$ cat src/rtl/gpu_sram_writer_pkg.sv
// Shared definitions for the framebuffer SRAM writer: pixel field widths,
// SRAM idle pin levels and the write-cycle state encoding.
package gpu_sram_writer_pkg;

  localparam int WIDTH_BITS   = 10;
  localparam int HEIGHT_BITS  = 9;
  localparam int CHANNEL_BITS = 8;

  // SRAM pins that never change while this block owns the bus
  localparam logic SRAM_OE_IDLE  = 1'b1;
  localparam logic SRAM_ZZ_IDLE  = 1'b0;
  localparam logic SRAM_SEM_IDLE = 1'b1;
  localparam logic SRAM_RW_IDLE  = 1'b1;

  typedef enum logic [1:0] {
    ST_IDLE  = 2'd0,
    ST_SETUP = 2'd1,
    ST_WRITE = 2'd2,
    ST_HOLD  = 2'd3
  } wr_state_e;

endpackage

$ cat src/rtl/gpu_sram_writer_fifo.sv
// Synchronous pixel FIFO. Head entry is readable combinationally whenever the
// FIFO is non-empty, so the writer can pop and latch it in the same cycle.
module gpu_pixel_fifo #(
  parameter int DEPTH = 8,
  parameter int WIDTH = 40
) (
  input  logic                       clk,
  input  logic                       rst,
  input  logic                       i_push,
  input  logic [WIDTH-1:0]           i_data,
  input  logic                       i_pop,
  output logic [WIDTH-1:0]           o_data,
  output logic                       o_full,
  output logic                       o_empty,
  output logic [$clog2(DEPTH):0]     o_count
);

  localparam int PTR_W = $clog2(DEPTH);

  logic [WIDTH-1:0] r_mem [DEPTH];
  logic [PTR_W-1:0] r_wr_ptr;
  logic [PTR_W-1:0] r_rd_ptr;
  logic [PTR_W:0]   r_count;
  logic             w_push_ok;
  logic             w_pop_ok;

  // A push into a full FIFO is dropped even if a pop happens in the same cycle
  assign w_push_ok = i_push & !o_full;
  assign w_pop_ok  = i_pop & !o_empty;

  assign o_full  = (r_count == (PTR_W+1)'(DEPTH));
  assign o_empty = (r_count == '0);
  assign o_count = r_count;
  assign o_data  = r_mem[r_rd_ptr];

  // Storage array, written at the tail
  always_ff @(posedge clk) begin
    if (w_push_ok) begin
      r_mem[r_wr_ptr] <= i_data;
    end
  end

  // Pointer and occupancy bookkeeping; DEPTH is a power of two so pointers wrap naturally
  always_ff @(posedge clk) begin
    if (rst) begin
      r_wr_ptr <= '0;
      r_rd_ptr <= '0;
      r_count  <= '0;
    end else begin
      if (w_push_ok) begin
        r_wr_ptr <= r_wr_ptr + 1'b1;
      end
      if (w_pop_ok) begin
        r_rd_ptr <= r_rd_ptr + 1'b1;
      end
      r_count <= r_count + {{PTR_W{1'b0}}, w_push_ok} - {{PTR_W{1'b0}}, w_pop_ok};
    end
  end

endmodule

$ cat src/rtl/gpu_sram_writer.sv
// Framebuffer SRAM writer: buffers resolved pixels and retires each one as a
// timed SETUP / WRITE / HOLD cycle on the SRAM pins, with backpressure,
// sticky overflow flag and an end-of-frame flush handshake.
module gpu_sram_writer
  import gpu_sram_writer_pkg::*;
#(
  parameter int W_BITS       = WIDTH_BITS,
  parameter int H_BITS       = HEIGHT_BITS,
  parameter int C_BITS       = CHANNEL_BITS,
  parameter int DEPTH        = 8,
  parameter int SETUP_CYCLES = 1,
  parameter int WRITE_CYCLES = 2
) (
  input  logic                       clk,
  input  logic                       rst,
  input  logic                       pixel_valid_i,
  input  logic [W_BITS-1:0]          x_i,
  input  logic [H_BITS-1:0]          y_i,
  input  logic [C_BITS-1:0]          r_i,
  input  logic [C_BITS-1:0]          g_i,
  input  logic [C_BITS-1:0]          b_i,
  input  logic                       buf_sel_i,
  output logic                       ready_o,
  input  logic                       flush_i,
  output logic                       flush_done_o,
  output logic                       busy_o,
  output logic                       overflow_o,
  output logic                       CE0_o,
  output logic                       CE1_o,
  output logic                       R_W_o,
  output logic                       OE_o,
  output logic                       LB_o,
  output logic                       UB_o,
  output logic                       ZZ_o,
  output logic                       SEM_o,
  output logic [3*C_BITS-1:0]        rgbdataout_o,
  output logic [W_BITS+H_BITS:0]     adddataout_o
);

  localparam int ADDR_W  = W_BITS + H_BITS + 1;
  localparam int DATA_W  = 3 * C_BITS;
  localparam int ENTRY_W = ADDR_W + DATA_W;
  localparam int CNT_MAX = (SETUP_CYCLES > WRITE_CYCLES) ? SETUP_CYCLES : WRITE_CYCLES;
  localparam int CNT_W   = $clog2(CNT_MAX + 1);
  localparam logic [CNT_W-1:0] SETUP_LAST = CNT_W'(SETUP_CYCLES - 1);
  localparam logic [CNT_W-1:0] WRITE_LAST = CNT_W'(WRITE_CYCLES - 1);

  wr_state_e             r_state;
  wr_state_e             w_state_next;
  logic [CNT_W-1:0]      r_cnt;
  logic [CNT_W-1:0]      w_cnt_next;
  logic                  r_ce;
  logic                  w_ce_next;
  logic                  r_rw;
  logic                  w_rw_next;
  logic [ADDR_W-1:0]     r_addr;
  logic [ADDR_W-1:0]     w_addr_next;
  logic [DATA_W-1:0]     r_data;
  logic [DATA_W-1:0]     w_data_next;

  logic                  r_overflow;
  logic                  r_flush_pending;
  logic                  r_flush_done;

  logic [ENTRY_W-1:0]    w_entry;
  logic [ENTRY_W-1:0]    w_head;
  logic                  w_push;
  logic                  w_pop;
  logic                  w_full;
  logic                  w_empty;
  logic [$clog2(DEPTH):0] w_count;
  logic                  w_flush_req;
  logic                  w_drained;

  // Entry layout {buf_sel, y, x, r, g, b}: address in the top bits, colour below
  assign w_entry = {buf_sel_i, y_i, x_i, r_i, g_i, b_i};
  assign ready_o = !w_full;
  assign w_push  = pixel_valid_i & !w_full;

  gpu_pixel_fifo #(
    .DEPTH (DEPTH),
    .WIDTH (ENTRY_W)
  ) u_fifo (
    .clk     (clk),
    .rst     (rst),
    .i_push  (w_push),
    .i_data  (w_entry),
    .i_pop   (w_pop),
    .o_data  (w_head),
    .o_full  (w_full),
    .o_empty (w_empty),
    .o_count (w_count)
  );

  // Write-cycle sequencing: computes the next pin values, which are then registered
  always_comb begin
    w_state_next = r_state;
    w_cnt_next   = r_cnt;
    w_pop        = 1'b0;
    w_ce_next    = r_ce;
    w_rw_next    = r_rw;
    w_addr_next  = r_addr;
    w_data_next  = r_data;
    unique case (r_state)
      ST_IDLE: begin
        if (!w_empty) begin
          w_pop        = 1'b1;
          w_addr_next  = w_head[ENTRY_W-1 -: ADDR_W];
          w_data_next  = w_head[DATA_W-1:0];
          w_ce_next    = 1'b1;
          w_rw_next    = SRAM_RW_IDLE;
          w_cnt_next   = '0;
          w_state_next = ST_SETUP;
        end
      end
      ST_SETUP: begin
        if (r_cnt == SETUP_LAST) begin
          w_rw_next    = 1'b0;
          w_cnt_next   = '0;
          w_state_next = ST_WRITE;
        end else begin
          w_cnt_next = r_cnt + 1'b1;
        end
      end
      ST_WRITE: begin
        if (r_cnt == WRITE_LAST) begin
          w_rw_next    = SRAM_RW_IDLE;
          w_cnt_next   = '0;
          w_state_next = ST_HOLD;
        end else begin
          w_cnt_next = r_cnt + 1'b1;
        end
      end
      ST_HOLD: begin
        // Chip stays selected across back-to-back pixels; only the strobe pulses
        if (!w_empty) begin
          w_pop        = 1'b1;
          w_addr_next  = w_head[ENTRY_W-1 -: ADDR_W];
          w_data_next  = w_head[DATA_W-1:0];
          w_cnt_next   = '0;
          w_state_next = ST_SETUP;
        end else begin
          w_ce_next    = 1'b0;
          w_state_next = ST_IDLE;
        end
      end
      default: begin
        w_state_next = ST_IDLE;
      end
    endcase
  end

  // State, cycle counter and registered SRAM pins
  always_ff @(posedge clk) begin
    if (rst) begin
      r_state <= ST_IDLE;
      r_cnt   <= '0;
      r_ce    <= 1'b0;
      r_rw    <= SRAM_RW_IDLE;
      r_addr  <= '0;
      r_data  <= '0;
    end else begin
      r_state <= w_state_next;
      r_cnt   <= w_cnt_next;
      r_ce    <= w_ce_next;
      r_rw    <= w_rw_next;
      r_addr  <= w_addr_next;
      r_data  <= w_data_next;
    end
  end

  // Flush completes once nothing is buffered, nothing is arriving and the bus is idle
  assign w_flush_req = r_flush_pending | flush_i;
  assign w_drained   = w_empty & (r_state == ST_IDLE) & !w_push;

  // Flush handshake and sticky overflow flag
  always_ff @(posedge clk) begin
    if (rst) begin
      r_flush_pending <= 1'b0;
      r_flush_done    <= 1'b0;
      r_overflow      <= 1'b0;
    end else begin
      r_flush_done    <= w_flush_req & w_drained;
      r_flush_pending <= w_flush_req & !w_drained;
      if (pixel_valid_i & w_full) begin
        r_overflow <= 1'b1;
      end
    end
  end

  assign flush_done_o = r_flush_done;
  assign overflow_o   = r_overflow;
  assign busy_o       = (r_state != ST_IDLE) | (w_count != '0);

  assign CE0_o        = !r_ce;
  assign CE1_o        = r_ce;
  assign LB_o         = !r_ce;
  assign UB_o         = !r_ce;
  assign R_W_o        = r_rw;
  assign OE_o         = SRAM_OE_IDLE;
  assign ZZ_o         = SRAM_ZZ_IDLE;
  assign SEM_o        = SRAM_SEM_IDLE;
  assign rgbdataout_o = r_data;
  assign adddataout_o = r_addr;

endmodule

$ cat config.mk
export PLATFORM = sky130hd
export DESIGN_NAME = gpu_sram_writer
export DESIGN_NICKNAME = d
export VERILOG_FILES = /design/src/rtl/gpu_sram_writer_pkg.sv /design/src/rtl/gpu_sram_writer_fifo.sv /design/src/rtl/gpu_sram_writer.sv
export SDC_FILE = /design/constraint.sdc
export NUM_CORES = 1
export LEC_CHECK = 0
export ABC_AREA = 1
export CAP_MARGIN = 20
export CORE_UTILIZATION = 50
export CTS_CLUSTER_SIZE = 20
export DETAILED_ROUTE_END_ITERATION = 10
export PLACE_DENSITY = 0.71
export SLEW_MARGIN = 20
export SYNTH_ARGS = -nofsm -noshare
export SYNTH_HDL_FRONTEND = slang
export SYNTH_HIERARCHICAL = 1
export SYNTH_SLANG_ARGS = --single-unit
$ cat constraint.sdc
create_clock -name clk -period 3.7 [get_ports clk]
set_input_delay 0.74 -clock clk [delete_from_list [all_inputs] [get_ports clk]]
set_output_delay 0.74 -clock clk [all_outputs]
set_load 0.05 [all_outputs]
=== Word level (Yosys, flattened, before mapping) ===
Memory sizes are Yosys's and may differ from the RTL's. A register that Yosys moved wholly into a read port is not among the register bits.
Index checks and enable logic that the tools add are counted.

* Register bits: 19
* RAM bits: 352
* Bits of input ports: 48
* Output and inout bits: 56
* Memories kept: 1

* Add/sub/neg operators: 5
* Equality and inequality tests: 10
* Muxes and demuxes: 19
* Bitwise operators: 11
* Reduce and logical (&&, ||, !) cells: 17

{| class="wikitable"
|+ Memory list
! name !! depth !! width !! read ports !! clocked after Yosys merged registers in !! write ports !! RTL line !! RTL
|-
| u_fifo.r_mem || 8 || 44 || 1 || 1 || 1 || gpu_sram_writer_fifo.sv:20 || <nowiki>logic [WIDTH-1:0] r_mem [DEPTH];</nowiki>
|}

{| class="wikitable"
|+ Operator list
! operator !! count
|-
| $mux W2 || 6
|-
| $mux W1 || 9
|-
| $and A1 B1 Y1 || 8
|-
| $ne A2 B2 Y1 const B || 4
|-
| $pmux W2 S4 || 1
|-
| $add A3 B1 Y3 const B || 2
|-
| $pmux W2 S3 || 1
|-
| $reduce_and A3 Y1 || 2
|-
| $logic_not A1 Y1 || 5
|-
| $add A4 B1 Y4 || 1
|-
| $eq A2 B1 Y1 const B || 2
|-
| $eq A2 B2 Y1 const B || 2
|-
| $eq A4 B4 Y1 const B || 1
|-
| $logic_not A2 Y1 || 2
|-
| $logic_not A4 Y1 || 1
|-
| $reduce_and A4 Y1 || 1
|-
| $reduce_bool A2 Y1 || 2
|-
| $reduce_bool A4 Y1 || 1
|-
| $sub A4 B1 Y4 || 1
|-
| $pmux W1 S3 || 1
|-
| $reduce_bool A3 Y1 || 1
|-
| $add A2 B1 Y2 const B || 1
|-
| $ne A2 B1 Y1 const B || 1
|-
| $or A1 B1 Y1 || 2
|-
| 4 further kinds || 4
|}

=== Logic depth before layout (Yosys ltp) ===
Gate-level depths: netlist (run 1).

* Word-level depth: 7
* Depth in mapped cells: 15
* Mapped depth without buffers: 15

=== Modules after synthesis ===
Netlist (run 1), hierarchy kept.

{| class="wikitable"
|+ By module, submodules not included
! module !! instances !! cells an instance !! area each (um^2) !! sequential area each (um^2)
|-
| gpu_pixel_fifo || 1 || 1623 || 16080.4 || 10830.4
|-
| gpu_sram_writer || 1 || 282 || 2149.6 || 1061.0
|}

=== Worst setup path before layout (run 1) ===
OpenSTA, ideal clock, no wires.

* Path kind: register to register
* Start: reg u_fifo.r_count[2], in the netlist u_fifo/o_count[2]
* End: mem u_fifo/r_mem[0][0] (netlist bit), enable pin
* Library setup time: 446 ps
* Data arrival time: 3350 ps
* Data required time: 3254 ps
* Slack: -96 ps
* Stages on the path, launching flop included: 9
* Buffers on the path: 0
* Period minus slack after synthesis: 3796 ps
* Cell sequence: dfxtp_1 > inv_1 > ha_1 > nand2_1 > inv_1 > nor2_1 > a21boi_1 > nand2_1 > nor2_1

* Longest elaborated chain between the ends: 6

{| class="wikitable"
|+ RTL lines
! element !! RTL line !! RTL
|-
| start: declaration || gpu_sram_writer_fifo.sv:23 || <nowiki>logic [PTR_W:0] r_count;</nowiki>
|-
| start signal: assignment || gpu_sram_writer_fifo.sv:56 || <nowiki>r_count <= r_count + {{PTR_W{1'b0}}, w_push_ok} - {{PTR_W{1'b0}}, w_pop_ok};</nowiki>
|-
| $eq A4 B4 Y1 || gpu_sram_writer_fifo.sv:31 || <nowiki>assign o_full = (r_count == (PTR_W+1)'(DEPTH));</nowiki>
|-
| named net w_full || gpu_sram_writer.sv:69 || <nowiki>logic w_full;</nowiki>
|-
| $logic_not A1 Y1 || gpu_sram_writer.sv:78 || <nowiki>assign w_push = pixel_valid_i & !w_full;</nowiki>
|-
| $and A1 B1 Y1 || gpu_sram_writer.sv:78 ||
|-
| named net w_push || gpu_sram_writer.sv:67 || <nowiki>logic w_push;</nowiki>
|-
| $and A1 B1 Y1 || gpu_sram_writer_fifo.sv:28 || <nowiki>assign w_push_ok = i_push & !o_full;</nowiki>
|-
| $mux W1 || gpu_sram_writer_fifo.sv:38 || <nowiki>if (w_push_ok) begin</nowiki>
|-
| $mux W1 (not written as such) || gpu_sram_writer_fifo.sv:39 || <nowiki>r_mem[r_wr_ptr] <= i_data;</nowiki>
|-
| end: declaration || gpu_sram_writer_fifo.sv:20 ||
|}

The timed path passes the listed nets, and every way through them passes these cells.

=== Final worst setup path (run 1) ===
* Start: reg u_fifo.r_count[2], in the netlist u_fifo/o_count[2]
* End: out ready_o

* Longest elaborated chain between the ends: 2

{| class="wikitable"
|+ RTL lines
! element !! RTL line !! RTL
|-
| $eq A4 B4 Y1 || gpu_sram_writer_fifo.sv:31 ||
|-
| named net w_full || gpu_sram_writer.sv:69 ||
|-
| $logic_not A1 Y1 || gpu_sram_writer.sv:77 || <nowiki>assign ready_o = !w_full;</nowiki>
|-
| end: declaration || gpu_sram_writer.sv:23 || <nowiki>output logic ready_o,</nowiki>
|}

The timed path passes the listed nets, and every way through them passes these cells.

==> results of run 1 <==
## cells by family after synthesis
kind of cell    Yosys count
compound gates           60
buf+inv                 476
simple gates            930
flops                   418
other cells               2
fa+ha+maj                19
## layout by cell type (no fill, tap or decap), types with 2 or more instances in the layout
cell type and n:
sky130_fd_sc_hd__buf_4 18, sky130_fd_sc_hd__bufinv_16 5, sky130_fd_sc_hd__a31oi_1 2, sky130_fd_sc_hd__edfxtp_1 352
sky130_fd_sc_hd__nand3b_1 2, sky130_fd_sc_hd__clkbuf_16 44, sky130_fd_sc_hd__ha_1 18, sky130_fd_sc_hd__conb_1 3
sky130_fd_sc_hd__nor2_1 115, sky130_fd_sc_hd__clkbuf_8 6, sky130_fd_sc_hd__or2_2 2, sky130_fd_sc_hd__o21ai_0 44
sky130_fd_sc_hd__nand2_1 612, sky130_fd_sc_hd__dfxtp_4 2, sky130_fd_sc_hd__inv_4 2, sky130_fd_sc_hd__clkinv_1 4
sky130_fd_sc_hd__inv_2 3, sky130_fd_sc_hd__inv_1 386, sky130_fd_sc_hd__a21oi_1 7, sky130_fd_sc_hd__nand3_1 188
sky130_fd_sc_hd__nor2_4 9, sky130_fd_sc_hd__buf_12 7, sky130_fd_sc_hd__o21ai_1 5, sky130_fd_sc_hd__clkinv_2 2
sky130_fd_sc_hd__dfxtp_1 63, sky130_fd_sc_hd__clkdlybuf4s50_1 100, sky130_fd_sc_hd__clkbuf_1 17
## routing by layer
| metal | track usage | up-vias | wire length, µm |
|---|---|---|---|
| li1 | - | 6097 | - |
| met1 | 0.286 | 5734 | 16900 |
| met2 | 0.367 | 314 | 19000 |
| met3 | 0.0306 | 77 | 1950 |
| met4 | 0.0832 | 0 | 1170 |
| met5 | 0 | - | 0 |
## power by group through the flow
stage          clock [mW]  combinational (mW)  sequential [mW]
5_1_grt              4.68                5.31             5.94
3_3_place_gp            0                4.64             5.97
2_1_floorplan           0                2.82             6.60
3_5_place_dp            0                4.73             5.99
6_report             4.42                4.76             5.89
4_1_cts              4.51                4.77             5.90
## stage by stage
step	hold WS, ns	TNS (ns)	worst slack [ns]	util
after global placement	0.455	0	0.596	0.548
after floorplan	0.465	-16.87	-0.0959	-
after CTS	0.475	0	0.625	0.589
final	0.466	0	0.646	0.590
after global routing	0.510	0	0.521	0.590
after detailed placement	0.462	0	0.571	0.548
## state kept, by name (all words and copies together), names as in the netlist, 2 cells and up, named ones only
signal,cells
r_state,2
u_fifo/r_rd_ptr,3
u_fifo/r_mem,352
u_fifo/o_count,4
u_fifo/r_wr_ptr,3
rgbdataout_o,24
adddataout_o,20
r_cnt,2
## worst register-to-register path, cell delays in order, from the launching register on
cell                       delay (ns)
sky130_fd_sc_hd__dfxtp_1         0.33
sky130_fd_sc_hd__inv_1           0.08
sky130_fd_sc_hd__ha_1            0.22
sky130_fd_sc_hd__nand2_1         0.18
sky130_fd_sc_hd__inv_1           0.11
sky130_fd_sc_hd__nor2_1          0.16
sky130_fd_sc_hd__a21boi_1        0.42
sky130_fd_sc_hd__nand2_1         0.38
sky130_fd_sc_hd__nor2_4          0.18
sky130_fd_sc_hd__buf_4           0.37
## layout make-up
class                      count  area [µm²]  share of cell area
sequential                   418       11900               0.564
multi-input combinational   1012        4370               0.207
inverter                     391        1470              0.0698
timing repair buffer         126        1300              0.0618
clock buffer                  67        1250              0.0592
tap                          461         577              0.0274
clock inverter                14         209             0.00991
## path summary, 6_finish.rpt
check                           slack [ns]  cells after the start                          from                             to
worst max-delay path                  0.65                      6  u_fifo/o_count[2]$_SDFF_PP0_                        ready_o
worst min register to register        0.47                      2       overflow_o$_SDFFE_PP0P_        overflow_o$_SDFFE_PP0P_
worst max register to register        0.91                      9  u_fifo/o_count[2]$_SDFF_PP0_  u_fifo/r_mem[6][12]$_DFFE_PP_
worst min-delay path                  0.47                      2       overflow_o$_SDFFE_PP0P_        overflow_o$_SDFFE_PP0P_
==> results by stage, run 1 <==
Outcome:
- The run finished, with violations left.
- The checks that failed: design-rule violations.

Timing:
- Setup repair after global routing left no endpoint under its margin.
- The final worst clock skew is ~0.02 ns.
- Setup violations remaining at the end of the flow were counted as 0.
- The hold violation count in the final report is 0.
- The slew at the pin with the worst max-slew slack is 1.12 ns.
- The post-route minimum period is roughly 3.1 ns.
- The total count of max-transition violations in the final report is 0.
- Dividing the final minimum period by the clock period gives 0.825.
- Based on the critical path, the design can be clocked at up to 0.327 GHz.
- Headroom to the max-slew limit came out at 0.254.

Synth:
- In this run the mean area of a mapped cell was roughly 9.6 µm².
- Ranked by total cell area, the synthesized netlist is headed by sky130_fd_sc_hd__edfxtp_1 58%, sky130_fd_sc_hd__nand2_1 13%, sky130_fd_sc_hd__inv_1 8.0%.
- For this run, the register share of the synthesized area comes to 0.652.
- The share of the synthesized area in compound gates (AO/OA/AOI/OAI) is 0.0169.
- After technology mapping, the gate count stands at between 1500 and 2000.
- The number of distinct library cells after synthesis is 29.
- The cell area that synthesis handed to floorplanning was approximately 18000 µm².
- Of the total synthesized cell area, the portion taken by full adders, half adders and majority gates is 0.0135.
- The biggest area contributor in the post-synthesis netlist is sky130_fd_sc_hd__edfxtp_1.
- Synthesis inferred between 400 and 500 register bits.
- The synthesis warning total is 6.
- In the synthesized netlist the dominant register cell turns out to be sky130_fd_sc_hd__edfxtp_1.
- The post-synthesis simple-gate area fraction is 0.206.
- In the synthesized netlist, the cells that appear most often are 612 x sky130_fd_sc_hd__nand2_1, 387 x sky130_fd_sc_hd__inv_1, 352 x sky130_fd_sc_hd__edfxtp_1, 188 x sky130_fd_sc_hd__nand3_1, 123 x sky130_fd_sc_hd__nor2_1.
- The share of Yosys cell area claimed by the top area cell type is 0.580.
- The number of flops mapped to enable cells by yosys is ~350.
- The synthesized-area fraction occupied by xor and xnor cells is 0.
- After synthesis, the largest family of logic cells by area is simple AND/OR/NAND/NOR gates.
- The multiplexer area fraction after synthesis is 0.
- sky130_fd_sc_hd__nand2_1 is the most common cell in the netlist.
- Counting flops with an async set or reset pin after synthesis yields a share of 0.

Power:
- The sequential share of power is 0.391.
- In this run the power density over the cells is around 710 nW/µm².
- The worst IR drop on VDD is 0.434 mV.
- Of the total power, the share spent switching nets is 0.352.
- The total net switching power is roughly 5.3 mW.
- The part of the total power dissipated in the clock network is 0.293.
- The total power of the final layout is 15.1 mW.
- The leakage power is 9.46 nW.
- The proportion of power drawn by combinational gates is 0.316.
- The internal power component is 9.76 mW.

Global route:
- The number of antenna violations at the first check in global routing is 0.
- The number of global-route vias before repair came to between 10000 and 15000.
- The total congestion overflow is 0.
- The maximum number of pins on one net before global-route repair is about 180.
- The overall global routing resource usage is 0.217.
- The wire length of the first global-routing pass is roughly 62 mm.

Setup path:
- The slowest stage of the critical path belongs to the cell sky130_fd_sc_hd__clkdlybuf4s50_1.
- The critical path data required time is 2.96 ns.
- The signal arrival time at the worst endpoint is 2.31 ns.
- The critical path buffer and inverter count is 4.
- The type of element launching the critical path is a flop.
- The signal on the critical path passes through inv_1 > ha_1 > nand2_1 > inv_1 > inv_1 > clkdlybuf4s50_1.
- The most frequent cell on the critical path is sky130_fd_sc_hd__inv_1.
- The delay of the slowest critical-path stage is 0.79 ns.
- The top cell family by delay on the critical path is buffers and inverters.
- In this run the worst path has a maximum fanout of 5.
- The endpoint type of the worst setup path is an output port.
- The critical path is of the reg -> out type.

Finish:
- The finished layout holds around 2500 standard cells, fillers aside.
- The post-route standard cell area excluding fillers is between 20000 and 25000 µm².
- The fraction of layout cells with a size suffix above 1 is 0.0518.
- The area growth from synthesis to final layout is 15.7%.
- The repair_antennas step left the layout with diodes totalling 0.
- The layout has just under 3000 filler cells.
- At the end of the flow, the number of nets in the layout was between 2000 and 2500.

Flow run:
- The tool flagged a number of max-cap violations equal to 0.

Route:
- The number of detailed-routing iterations run before antenna repair is 10.
- The total vias in the final route is approximately 12000.
- Dividing the detail-routed via count by the number of cells gives 4.91.
- The detailed router's first-iteration violation count is between 700 and 800.
- Summed over all layers, the routed wires come to between 30 and 40 mm.
- The detailed-route DRC error count is 5.
- The routed length per placed instance is between 15 and 20 µm.
- The number of nets with antenna violations after detailed routing is 0.

CTS:
- Counting along the longest clock path gives a buffer depth of 3.
- For this design, the CTS-stage hold fixing added 0 buffers.
- The number of clock buffers inserted by TritonCTS is 44.
- The H-tree was split into 2 levels.
- The TritonCTS clock tree is done.
- After clock tree synthesis, the clock-pin slew on the worst setup and hold paths is approximately 0.060 ns.
- Clock tree synthesis found a total of 418 sinks.
- In this run the post-CTS setup repair buffer count came out at 0.
- The number of gates resized after CTS was 0.
- CTS placed an instance of sky130_fd_sc_hd__clkbuf_16 at the clock tree root.
- Clock latency on the worst-skew pair, taken at its later pin, is between 0.5 and 0.6 ns.

Floorplan:
- The standard-cell row count is 69.
- The count of pins on the block boundary is roughly 100.
- The effective utilization at floorplan is 0.510.
- The placeable core region is 35700 µm².
- From left edge to right edge, the die measures around 190 µm.
- The area of the die is 37200 µm².
- The floorplan step set the die height to slightly below 200 µm.

Placed design:
- The cell count after placement is ~2400.
- In this run the cell area measured after placement is approximately 20000 µm².
- The count of buffers added on input and output ports is 100.
- Once detailed placement completed, the half-perimeter wirelength came to approximately 22 mm.
- The routability congestion estimate from global placement is around 0.81.

Min path:
- The path class of the lowest-slack min-delay path is reg -> reg.
Power figures use the tool's default switching activity.
==> run 2: changes to the inputs <==
PLACE_DENSITY = 0.69   (was 0.71)
clock period = 2.9 ns   (was 3.7 ns; I/O delays follow)
==> results by stage, run 2 (synthesis gave the netlist of run 1 again) <==
Global route:
- Summed over all layers, the global routing overflow is 0.
- The wire length of the first global-routing pass is approximately 62 mm.
- Entering global routing, the biggest net connects ~180 pins.
- In the global route stage, overall resource usage came out at 0.216.
- The number of antenna violations at the first check in global routing is 1.
- The number of global-route vias before repair was 12200.

Timing:
- The post-route minimum period is 2.65 ns.
- The maximum clock frequency is between 0.3 and 0.4 GHz.
- The total count of max-transition violations in the final report was 0.
- The worst pin sits at a relative slew slack of 0.416.
- The slew at the pin with the worst max-slew slack is between 0.8 and 0.9 ns.
- The final worst setup slack is ~0.25 ns.
- Of the available clock period, the critical path in the final layout requires 0.914.
- The hold violation count in the final report is 0.
- The total setup violations reported at the end of the flow is 0.
- Setup repair after global routing left no endpoint under its margin.
- For the final database, setup skew stands at between 0.02 and 0.025 ns.

Placed design:
- Detailed placement finished with a half-perimeter wire length of 22.2 mm.
- The count of buffers added on input and output ports is 100.
- Routability-driven placement finished with a final weighted congestion of about 0.81.
- The worst setup slack before clock tree synthesis is ~0.073 ns.
- In this run, placement finished with an instance count of 2415.
- After detailed placement, the total cell area comes to 19800 µm².

Finish:
- The largest register by flop count is u_fifo/r_mem.
- In the final layout, the share of cells above drive strength 1 is 0.0550.
- The post-route standard cell area excluding fillers is between 20000 and 25000 µm².
- Leaving out fill and tap cells, the most frequent cell in the layout is sky130_fd_sc_hd__nand2_1.
- The area growth from synthesis to final layout is 16.5%.
- The library cells used most frequently in the layout, excluding fill and tap cells, are 612 x sky130_fd_sc_hd__nand2_1, 386 x sky130_fd_sc_hd__inv_1, 352 x sky130_fd_sc_hd__edfxtp_1.
- The register with the most flip-flops in the layout has 352 of them.
- Once layout is complete, the cells apart from fillers number approximately 2500.
- The net count of the finished layout is 2067.

CTS:
- The H-tree was split into 2 levels.
- The clock sink count is approximately 420.
- The longest clock path from root to sink contains 3 buffers.
- The library cell used as clock root buffer is sky130_fd_sc_hd__clkbuf_16.
- Clock tree synthesis inserted a total of 44 buffers.
- The clock edge transition at the registers on the reported setup and hold paths is roughly 0.060 ns.
- The clock latency at the later pin of the worst-skew pair is around 0.56 ns.
- TritonCTS built the clock tree.
- The number of hold buffers added after CTS was 0.

Route:
- For this run, design rule violations remaining after detail routing come to 9.
- Summing over every cut layer, the via total after detailed routing is 12300.
- The first routing iteration left 891 violations.
- The number of nets with antenna violations after detailed routing is 0.
- The final wirelength is about 39 mm.
- Dividing the detail-routed via count by the number of cells gives approximately 5.
- After detailed routing, the average wire length per cell comes to around 16 µm.
- Before antenna repair, the detailed router went through 8 iterations.

Power:
- The share of total power dissipated in sequential elements is 0.394.
- The worst IR drop on VDD is ~0.75 mV.
- Of the total power, the clock network draws 0.290.
- The total net switching power is slightly below 7 mW.
- Total power for the finished layout comes to about 19 mW.
- Of the total power, the share spent switching nets is 0.354.
- The proportion of power drawn by combinational gates is 0.316.
- The internal power of the cells totals around 12 mW.
- Dividing total power by cell area gives a power density of between 900 and 1000 nW/µm².
- In this run the static leakage power is around 9.5 nW.

Floorplan:
- The placeable core region is around 36000 µm².
- The count of pins on the block boundary is 104.
- Measured along the x axis, the die boundary spans a little under 200 µm.
- The standard-cell row count is between 60 and 70.
- The effective utilization at floorplan is 0.510.
- From bottom edge to top edge, the die measures 193 µm.
- The area of the die is roughly 37000 µm².

Outcome:
- The checks that failed: design-rule violations.
- The flow ran to the end, but the final reports show violations.

Setup path:
- The maximum fanout along the worst path is 5.
- The endpoint type of the worst setup path is a flop.
- The most critical setup path has its endpoint at u_fifo/o_count[1]$_SDFF_PP0_.
- The worst setup path is launched from a flop.
- The cell type of the slowest stage on the worst timing path is sky130_fd_sc_hd__a21boi_1.
- The critical path contains buffers and inverters numbering 4 combined.
- For the worst setup path, the data required time is around 3.4 ns.
- The signal arrival time at the worst endpoint is between 3 and 4 ns.
- Measured in cells, the most critical reg-to-reg path has a length of 13.
- In this run the critical register-to-register path is launched from u_fifo/o_count[2]$_SDFF_PP0_.
- The endpoint of the worst-slack reg-to-reg timing path is u_fifo/o_count[1]$_SDFF_PP0_.
- Traced cell by cell, the critical path runs through inv_1 > ha_1 > nand2_1 > inv_1 > nor2_1 > a21boi_1 > inv_1 > nand2_1 > nand2_1 > ha_1 > inv_1 > fa_1 > nor2_1.
- The worst setup path is of the reg -> reg kind.
- Among the stages of the critical path, the cell type that occurs most often is sky130_fd_sc_hd__inv_1.
- Among cell families on the critical path, the largest total delay comes from adder cells.
- The delay of the slowest critical-path stage is about 0.44 ns.
- In this run the worst setup path begins at u_fifo/o_count[2]$_SDFF_PP0_.
- The worst-case register-to-register setup slack is 0.25 ns.
- The number of gates on the worst path with buffers counted is 13.

Flow run:
- Max-cap violations in this run came to 0.

Min path:
- The path class of the lowest-slack min-delay path is reg -> reg.
[run 2: cell type report]
class,count,area (µm²)
timing repair buffer,133,1480
clock inverter,17,215
multi-input combinational,1012,4370
sequential,418,11900
antenna,1,2.50
fill,2898,14500
clock buffer,65,1220
tap,461,577
inverter,391,1470
[run 2: power by group through the flow]
stage               combinational [mW]  clock, mW  sequential (mW)
floorplan                         3.62          0             8.41
global placement                  5.92          0             7.64
detailed placement                6.05          0             7.67
CTS                               6.09       5.66             7.55
global route                      6.73       5.89             7.61
finish                            6.06       5.56             7.55
[run 2: worst min path at each step]
stage                                    startpoint                       to  slack, ns  cells after the start
floorplan           u_fifo/r_rd_ptr[2]$_SDFFE_PP0P_                     flop       0.46                      2
global placement            overflow_o$_SDFFE_PP0P_  overflow_o$_SDFFE_PP0P_       0.46                      2
detailed placement               R_W_o$_SDFFE_PP1P_       R_W_o$_SDFFE_PP1P_       0.48                      2
CTS                              R_W_o$_SDFFE_PP1P_       R_W_o$_SDFFE_PP1P_       0.49                      2
global route                     R_W_o$_SDFFE_PP1P_       R_W_o$_SDFFE_PP1P_       0.50                      2
finish                           R_W_o$_SDFFE_PP1P_       R_W_o$_SDFFE_PP1P_       0.48                      2
[run 2: per-layer routing]
layer / routed length [µm] / track usage / share of wire
met3: 1990 / 0.0302 / 0.051
met5: 0 / 0 / 0
met4: 850 / 0.0640 / 0.022
met2: 19100 / 0.373 / 0.49
met1: 16800 / 0.283 / 0.43
[run 2: through the flow]
stage / utilization / hold slack [ns] / setup TNS [ns]
2_1_floorplan: - / 0.465 / -109.33
3_3_place_gp: 0.554 / 0.458 / 0
3_5_place_dp: 0.554 / 0.476 / 0
4_1_cts: 0.594 / 0.487 / 0
5_1_grt: 0.594 / 0.498 / 0
6_report: 0.594 / 0.483 / 0
[run 2: worst register-to-register path: cells and delay by family, from the launching register on]
kind / cells / cell delay [ns]
simple gates: 5 / 0.61
compound gates: 1 / 0.44
fa+ha+maj: 3 / 0.83
flops: 1 / 0.33
buf+inv: 4 / 0.36
[run 2: what timing repair did]
| action | 4_1_cts | 5_1_grt |
|---|---|---|
| pin swaps | 0 | 0 |
| buffers inserted | 0 | 0 |
| resized for setup | 1 | 2 |
| endpoints found under the setup margin | 1 | 2 |
